<file path="config.mk">
export PLATFORM = sky130hd
export DESIGN_NAME = decode_stage
export DESIGN_NICKNAME = d
export VERILOG_FILES = /design/src/rtl/decode_pkg.sv /design/src/rtl/decode_lane.sv /design/src/rtl/decode_stage.sv
export SDC_FILE = /design/constraint.sdc
export NUM_CORES = 1
export LEC_CHECK = 0
export BUFFER_PORTS_ARGS = -buffer_cell sky130_fd_sc_hd__buf_4
export CORE_MARGIN = 3
export CORE_UTILIZATION = 45
export CTS_CLUSTER_SIZE = 30
export DETAILED_ROUTE_END_ITERATION = 8
export PLACE_DENSITY_LB_ADDON = 0.12
export SLEW_MARGIN = 20
export SYNTH_ARGS = -nofsm -noshare
export SYNTH_HDL_FRONTEND = slang
export SYNTH_HIERARCHICAL = 1
export SYNTH_SLANG_ARGS = --single-unit
</file>
<file path="constraint.sdc">
create_clock -name clk -period 6.1 [get_ports clk]
set_input_delay 0.305 -clock clk [delete_from_list [all_inputs] [get_ports clk]]
set_output_delay 0.305 -clock clk [all_outputs]
set_load 0.1 [all_outputs]
</file>
<file path="src/rtl/decode_pkg.sv">
// Shared types and helpers for the multi-lane decode stage.
package decode_pkg;

   localparam int INSTR_W = 27;
   localparam int REG_AW  = 4;

   // First register that needs supervisor privilege to access.
   localparam logic [REG_AW-1:0] PRIV_REG_BASE = 4'd14;

   typedef struct packed {
      logic              upper_shiftmode;
      logic              aui_mode;
      logic              use_upper_imm;
      logic              m_format;
      logic [3:0]        funccode;
      logic              use_imm;
      logic              is_mem;
      logic              mem_write;
      logic              is_jump;
      logic [3:0]        aluop;
      logic [REG_AW-1:0] ra_d;
      logic [REG_AW-1:0] ra_m;
      logic [REG_AW-1:0] ra_a;
      logic [REG_AW-1:0] ra_b;
      logic [20:0]       upper_imm;
      logic [10:0]       lower_imm;
      logic              priv;
   } decoded_t;

   localparam int DEC_W = $bits(decoded_t);

   function automatic logic reg_priv(input logic [REG_AW-1:0] addr);
      return addr < PRIV_REG_BASE;
   endfunction

endpackage

</file>
<file path="src/rtl/decode_lane.sv">
// Combinational single-lane instruction decoder.
module decode_lane
   import decode_pkg::*;
(
   input  logic [INSTR_W-1:0] instr,
   output decoded_t           dec
);

   logic [1:0] basecode;
   logic [1:0] subcode;

   assign basecode = instr[22:21];
   assign subcode  = {instr[20], instr[11]};

   always_comb begin
      dec = '0;
      dec.upper_shiftmode = basecode[1];
      dec.aui_mode        = basecode[0];
      dec.use_upper_imm   = |basecode;
      dec.m_format        = ~(|basecode) & (subcode == 2'b11);
      dec.funccode        = dec.m_format ? instr[26:23]
                                         : instr[19:16];
      dec.use_imm         = dec.use_upper_imm | dec.funccode[3];
      dec.is_mem          = ~dec.use_upper_imm & subcode[1]
                          & dec.funccode[2]
                          & (dec.funccode[1:0] != 2'b11);
      dec.mem_write       = dec.is_mem & dec.m_format;
      dec.is_jump         = (basecode == 2'b01)
                          | ((basecode == 2'b00)
                             & (subcode == 2'b10)
                             & (dec.funccode[2:0] == 3'b111));
      dec.aluop           = dec.use_upper_imm ? 4'd0
                          : {subcode[1], dec.funccode[2:0]};
      dec.ra_d            = dec.m_format ? 4'd0 : instr[26:23];
      dec.ra_m            = dec.m_format ? instr[19:16] : 4'd0;
      dec.ra_a            = dec.use_upper_imm ? 4'd0 : instr[15:12];
      dec.ra_b            = dec.use_imm ? 4'd0 : instr[3:0];
      dec.upper_imm       = instr[20:0];
      dec.lower_imm       = instr[10:0];
      // Zeroed register fields read r0, which is always accessible.
      dec.priv            = reg_priv(dec.ra_d) & reg_priv(dec.ra_m)
                          & reg_priv(dec.ra_a) & reg_priv(dec.ra_b);
   end

endmodule

</file>
<file path="src/rtl/decode_stage.sv">
// Multi-lane decode stage with a DEPTH-entry bundle FIFO toward issue.
module decode_stage
   import decode_pkg::*;
#(
   parameter int LANES = 1,
   parameter int DEPTH = 2
) (
   input  logic                       clk,
   input  logic                       rst,
   input  logic                       in_valid,
   output logic                       in_ready,
   input  logic [INSTR_W*LANES-1:0]   in_instr,
   input  logic [LANES-1:0]           in_lane_valid,
   input  logic                       priv_in,
   input  logic                       flush,
   output logic                       out_valid,
   input  logic                       out_ready,
   output decoded_t [LANES-1:0]       out_dec,
   output logic [LANES-1:0]           out_lane_valid,
   output logic [LANES-1:0]           out_fault,
   output logic [$clog2(DEPTH+1)-1:0] count
);

   localparam int PW = $clog2(DEPTH);
   localparam int CW = $clog2(DEPTH+1);

   decoded_t [LANES-1:0] dec_lane;
   decoded_t [LANES-1:0] dec_in;
   logic     [LANES-1:0] flt_in;

   for (genvar g = 0; g < LANES; g++) begin : g_lane
      decode_lane u_lane (
         .instr (in_instr[INSTR_W*g +: INSTR_W]),
         .dec   (dec_lane[g])
      );
      assign dec_in[g] = in_lane_valid[g] ? dec_lane[g] : '0;
      assign flt_in[g] = in_lane_valid[g] & ~dec_lane[g].priv
                       & ~priv_in;
   end

   decoded_t [LANES-1:0] dec_mem [DEPTH];
   logic     [LANES-1:0] lv_mem  [DEPTH];
   logic     [LANES-1:0] flt_mem [DEPTH];

   logic [PW-1:0] wr_ptr;
   logic [PW-1:0] rd_ptr;
   logic          full;
   logic          push;
   logic          pop;

   assign full      = (count == CW'(DEPTH));
   assign in_ready  = ~full;
   assign out_valid = (count != '0);
   assign push      = in_valid & in_ready & ~flush;
   assign pop       = out_valid & out_ready & ~flush;

   always_ff @(posedge clk or posedge rst) begin
      if (rst) begin
         wr_ptr <= '0;
         rd_ptr <= '0;
         count  <= '0;
      end else if (flush) begin
         wr_ptr <= '0;
         rd_ptr <= '0;
         count  <= '0;
      end else begin
         if (push) wr_ptr <= wr_ptr + PW'(1);
         if (pop)  rd_ptr <= rd_ptr + PW'(1);
         count <= count + CW'(push) - CW'(pop);
      end
   end

   always_ff @(posedge clk) begin
      if (push) begin
         dec_mem[wr_ptr] <= dec_in;
         lv_mem[wr_ptr]  <= in_lane_valid;
         flt_mem[wr_ptr] <= flt_in;
      end
   end

   // Storage is not reset, so an empty FIFO presents zeros.
   assign out_dec        = out_valid ? dec_mem[rd_ptr] : '0;
   assign out_lane_valid = out_valid ? lv_mem[rd_ptr]  : '0;
   assign out_fault      = out_valid ? flt_mem[rd_ptr] : '0;

endmodule

</file>
==> flow_metrics.tcl, run 1 <==
set metrics [dict create \
    p_int_mw 1.866 \
    fillers 1187 \
    synthSimpleGateAreaFrac_pct 15.05 \
    pwr-share-comb_pct 34.4 \
    hold_path.class "in -> reg" \
    leakage_nw 2.797 \
    clk_latency_ns 0.40 \
    die_h_um 124.9 \
    synth.avg_cell_area_um2 13.67 \
    maxSlewHeadroom_pct 36.77 \
    grt_util_all_layers_pct 16.84 \
    antenna_found_initial 0 \
    clockBufferDepth 2 \
    hold_violations 0 \
    drtIter0Drc 195 \
    overflow 0 \
    synthXorXnorAreaFrac_pct 0.2755 \
    start_util_pct 47.08 \
    layout_common_cells "134 x edfxtp_1, 108 x buf_4, 82 x and2_1" \
    ys_warn_count 6 \
    ios 105 \
    cp_data_required_time_ns 5.79 \
    syn_nets 501 \
    post_cts_buffers 0 \
    cts_max_level 4 \
    syn_to_final_growth_pct 17.97 \
    clkTransAtPathRegs_ns 0.05 \
    avgViaCountPerCell 4.954 \
    core_mm2 0.01351 \
    drv_cap 0 \
    wl_mm 12.71 \
    cts.sinks 138 \
    die-area_mm2 0.01559 \
    synthMuxAreaShare_pct 11.77 \
    switching_share_pct 39.20 \
    fin_ws_ns 3.218 \
    post-route-period-util_pct 47.24 \
    synth_edf_count 134 \
    synthFlopType "edfxtp_1" \
    async_reset_ff_share_pct 2.899 \
    fin_hold_ws_ns 0.1595 \
    cts_tree "built" \
    grt_first_pass_wirelength_mm 20.42 \
    crit_chain "buf_4, mux2i_1, nor2_1, buf_4" \
    critPathLaunchType "register" \
    tightest_slew_ns 0.9484 \
    netlist_area_mm2 0.006359 \
    hpwl_mm 7.802 \
    ir_drop_v 0.0002062 \
    cpPeakStageDelay_ns 0.73 \
    p_total_mw 3.068 \
    post-place-cells 690 \
    insertedDiodeCount 0 \
    placed_cell_area_mm2 0.006992 \
    final_area_mm2 0.007501 \
    p_sw_mw 1.203 \
    rsz0062_at_grt "false" \
    worst-path-max-fanout 42 \
    final_common_cell "edfxtp_1" \
    max_freq_mhz 347.0 \
    fin_setup_tns_ns 0 \
    finClkSkew_ns 0.005002 \
    wire_per_inst_um 17.65 \
    power_density_mw_per_mm2 409.1 \
    num_rows 42 \
    drc 0 \
    setup_viol 0 \
    clkPwrFrac_pct 28.7 \
    synth_cells 465 \
    yosysSeqAreaShare_pct 64.86 \
    ant_nets 0 \
    drive_gt1_share_pct 25.37 \
    outcome "finished, final reports clean" \
    synth_compound_area_share_pct 0.6100 \
    die_w_um 124.9 \
    numCtsBuffers 17 \
    worst_ep_arrival_time_ns 2.58 \
    critPathKind "reg -> out" \
    portBuffers 104 \
    fin_nets 570 \
    crit_path_top_delay_cell "dfrtp_4" \
    ys_ff_latch 138 \
    grt_pass1_vias 3738 \
    grt_max_degree 69 \
    firstDrtPassIters 4 \
    fin_util_pct 55.54 \
    synth.distinct_cells 36 \
    drv_slew 0 \
    cts_root_buf "clkbuf_16" \
    synth_top_family_by_area "simple AND/OR/NAND/NOR gates" \
    cp-end-kind "output pin" \
    layout.cells.non_filler 720 \
    cp_common_cell "buf_4" \
    synth_fa_ha_area_share_pct 0.3935 \
    vias 3567 \
    place_ws_ns 3.593 \
    gp_congestion 0.7279 \
    power_frac_seq_pct 36.9 \
    period_needed_ns 2.882 \
]
[cells by family after synthesis]
logic type               count (synthesis)
AO/OA/AOI/OAI                            5
AND/OR/NAND/NOR                        181
XOR/XNOR                                 2
multiplexers                            73
adder cells (fa/ha/maj)                  2
flip-flops                             138
buffers and inverters                   64
[worst paths after layout]
path                          start              to  slack (ns)  depth (start not counted)
max reg2reg                count[0]  dec_mem[1][53]        3.94                          4
max                          rd_ptr     out_dec[34]        3.22                          4
max in group asynchronous       rst          rd_ptr        5.55                          3
min reg2reg                count[1]        count[1]        0.68                          2
min                           flush        count[0]        0.16                          2
min in group asynchronous       rst          rd_ptr        0.36                          3
[registers in the layout, indices dropped and copies added (netlist names)]
| register | count |
|---|---|
| lv_mem | 2 |
| count | 2 |
| rd_ptr | 1 |
| flt_mem | 2 |
| dec_mem | 130 |
| wr_ptr | 1 |
[timing repair]
action | in CTS | in global routing
hold endpoints to repair | 4 | 0
hold buffers | 1 | 0
gates resized for setup | 0 | 0
[Yosys cell counts (2+ instances only)]
library cell | n | area [um2]
buf_12 | 2 | 40.04
buf_4 | 41 | 307.8
clkbuf_1 | 11 | 41.29
edfxtp_1 | 134 | 4024
inv_1 | 4 | 15.01
mux2_1 | 2 | 22.52
nor2_1 | 73 | 274.0
and3_1 | 2 | 12.51
nand3_1 | 2 | 10.01
mux2_4 | 3 | 45.04
nand2_1 | 3 | 11.26
and2_1 | 82 | 513.0
nor3b_1 | 2 | 15.01
dfrtp_1 | 4 | 100.1
buf_2 | 2 | 10.01
nor2b_1 | 8 | 50.05
xor2_1 | 2 | 17.52
nor3_1 | 2 | 10.01
ha_1 | 2 | 25.02
mux2i_1 | 68 | 680.7
[critical path: cells and delay by family (launching register included)]
kind,cells,cell delay [ns]
buffers and inverters,2,1.05
multiplexers,1,0.17
AND/OR/NAND/NOR,1,0.20
flip-flops,1,0.73
[layout make-up]
type | instances | area, um2 | share of cell area (%)
Inverter | 5 | 18.77 | 0.2502
Timing Repair Buffer | 109 | 820.8 | 10.94
Sequential cell | 138 | 4128 | 55.03
Multi-Input combinational cell | 263 | 1814 | 24.19
Tap cell | 176 | 220.2 | 2.936
Clock buffer | 23 | 447.9 | 5.972
Clock inverter | 6 | 51.30 | 0.6839
[metal layers]
metal,share of wire [%],global-route usage (%),up-vias
met5,0,0,-
met1,47,22.48,1754
met2,49,26.62,76
met3,4.0,4.460,5
met4,0.54,6.186,0
li1,-,-,1732
[power groups by stage]
stage	combinational (mW)	clock (mW)	sequential, mW
4_1_cts	1.07	0.905	1.13
2_1_floorplan	0.875	0	1.15
3_5_place_dp	1.06	0	1.15
3_3_place_gp	1.06	0	1.15
6_report	1.06	0.882	1.13
5_1_grt	1.10	0.950	1.14
Note: power is estimated with default switching activity, not from simulation.
==> run 2, diff against run 1 <==
==> constraint.sdc (replaced) <==
create_clock -name clk -period 2.7 [get_ports clk]
set_input_delay 0.135 -clock clk [delete_from_list [all_inputs] [get_ports clk]]
set_output_delay 0.135 -clock clk [all_outputs]
set_load 0.1 [all_outputs]
==> run 2 against run 1 <==
- register-to-register slack worse by 3.2 ns
- non-clock buffer count increased by 7
- via count grew 0.48%
- hold slack got worse by 0.13 ns
==> flow_metrics.tcl, run 2 (synthesis results as in run 1) <==
set metrics [dict create \
    worst_ep_arrival_time_ns 2.09 \
    start_util_pct 47.08 \
    grt_max_degree 69 \
    r2r-start "count[0]" \
    core_mm2 0.01351 \
    p_total_mw 7.197 \
    grt_pass1_vias 3694 \
    rrSetupSlack_ns 0.71 \
    hold_path.class "in -> reg" \
    hpwl_mm 8.430 \
    grt_first_pass_wirelength_mm 20.15 \
    cts.sinks 138 \
    clockBufferDepth 2 \
    cp-end-kind "output pin" \
    drv_slew 0 \
    drtIter0Drc 176 \
    cp_common_cell "buf_4" \
    ios 105 \
    insertedDiodeCount 0 \
    fin_setup_tns_ns 0 \
    cp-endpoint "out_dec[38]" \
    final_common_cell "edfxtp_1" \
    max_freq_mhz 448.8 \
    drv_cap 0 \
    fillers 1118 \
    critPathKind "reg -> out" \
    cts_max_level 4 \
    drive_gt1_share_pct 27.44 \
    fin_ws_ns 0.4720 \
    clkTransAtPathRegs_ns 0.05 \
    rsz0062_at_grt "false" \
    ir_drop_v 0.0004832 \
    worst-path-max-fanout 22 \
    fin_util_pct 56.71 \
    portBuffers 104 \
    critPathLaunch "count[0]" \
    clk_latency_ns 0.41 \
    crit_chain "nor2_4, buf_4, nor2_1, buf_4" \
    cts_tree "built" \
    grt_util_all_layers_pct 16.50 \
    avgViaCountPerCell 4.910 \
    largest_reg_flops 130 \
    gp_congestion 0.7190 \
    critPathLaunchType "register" \
    cts.repair.resized 0 \
    outcome "finished, final reports clean" \
    ff2ff_path_depth 9 \
    ant_nets 0 \
    syn_to_final_growth_pct 20.44 \
    cp_data_required_time_ns 2.57 \
    antenna_found_initial 0 \
    cts_root_buf "clkbuf_16" \
    die_h_um 124.9 \
    top_register "dec_mem" \
    setup_viol 0 \
    fin_nets 577 \
    leakage_nw 2.871 \
    wl_mm 12.57 \
    wire_per_inst_um 17.21 \
    finClkSkew_ns 0.005865 \
    die_w_um 124.9 \
    num_rows 42 \
    cpPeakStageDelay_ns 0.50 \
    layout_common_cells "134 x edfxtp_1, 113 x buf_4, 82 x and2_1" \
    crit_path_top_delay_cell "dfrtp_4" \
    die-area_mm2 0.01559 \
    hold_violations 0 \
    vias 3584 \
    drc 0 \
    maxSlewHeadroom_pct 60.63 \
    overflow 0 \
    place_ws_ns 0.6841 \
    numCtsBuffers 17 \
    firstDrtPassIters 4 \
    power_density_mw_per_mm2 939.7 \
    period_needed_ns 2.228 \
    tightest_slew_ns 0.5906 \
    post-route-period-util_pct 82.52 \
    crit-reg2reg-capture "count[1]" \
    post_cts_buffers 0 \
]
run 2: layout make-up:
cell class | count | area (um2) | share of cell area [%]
sequential | 138 | 4133 | 53.96
inverter | 5 | 18.77 | 0.2451
clock inverter | 10 | 125.1 | 1.634
timing repair buffer | 116 | 888.4 | 11.60
tap | 176 | 220.2 | 2.875
multi-input combinational | 263 | 1829 | 23.88
clock buffer | 22 | 444.2 | 5.800
run 2: report_power, final:
| group | internal [mW] | switching (mW) |
|---|---|---|
| registers | 2.48 | 0.0647 |
| clock network | 1.44 | 0.782 |
| logic | 0.520 | 1.91 |
| total | 4.44 | 2.76 |
run 2: worst min path at each step:
stage            start    endpoint  slack, ns  cells past startpoint
2_1_floorplan      rst      rd_ptr       -0.1                      1
3_3_place_gp       rst      rd_ptr       0.04                      2
3_5_place_dp       rst      rd_ptr       0.04                      2
4_1_cts        priv_in  flt_mem[0]       0.02                      2
5_1_grt        priv_in  flt_mem[0]       0.02                      2
6_report       priv_in  flt_mem[0]       0.03                      2
run 2: per-layer routing:
| metal | track usage, % | wire [um] | vias up |
|---|---|---|---|
| met2 | 25.70 | 6034 | 85 |
| met4 | 5.166 | 123 | 0 |
| met5 | 0 | 0 | - |
| met3 | 4.417 | 578 | 10 |
| met1 | 22.76 | 5830 | 1740 |
| li1 | - | - | 1749 |
run 2: what timing repair did:
action | 4_1_cts | 5_1_grt
endpoints found under the setup margin | 0 | 0
endpoints found under the hold margin | 7 | 0
hold buffers | 2 | 0
run 2: stage by stage:
stage	cells	hold slack [ns]	area [um2]
finish	730	0.03343	7659
floorplan	465	-0.09897	6401
CTS	730	0.01632	7659
detailed placement	696	0.03778	7069
global route	730	0.01793	7659
global placement	696	0.03937	7069
run 2: worst max-delay path, delay by kind of cell (launching register included):
family / cells / cell delay (ns)
buffers and inverters: 2 / 0.61
AND/OR/NAND/NOR: 2 / 0.57
flip-flops: 1 / 0.50
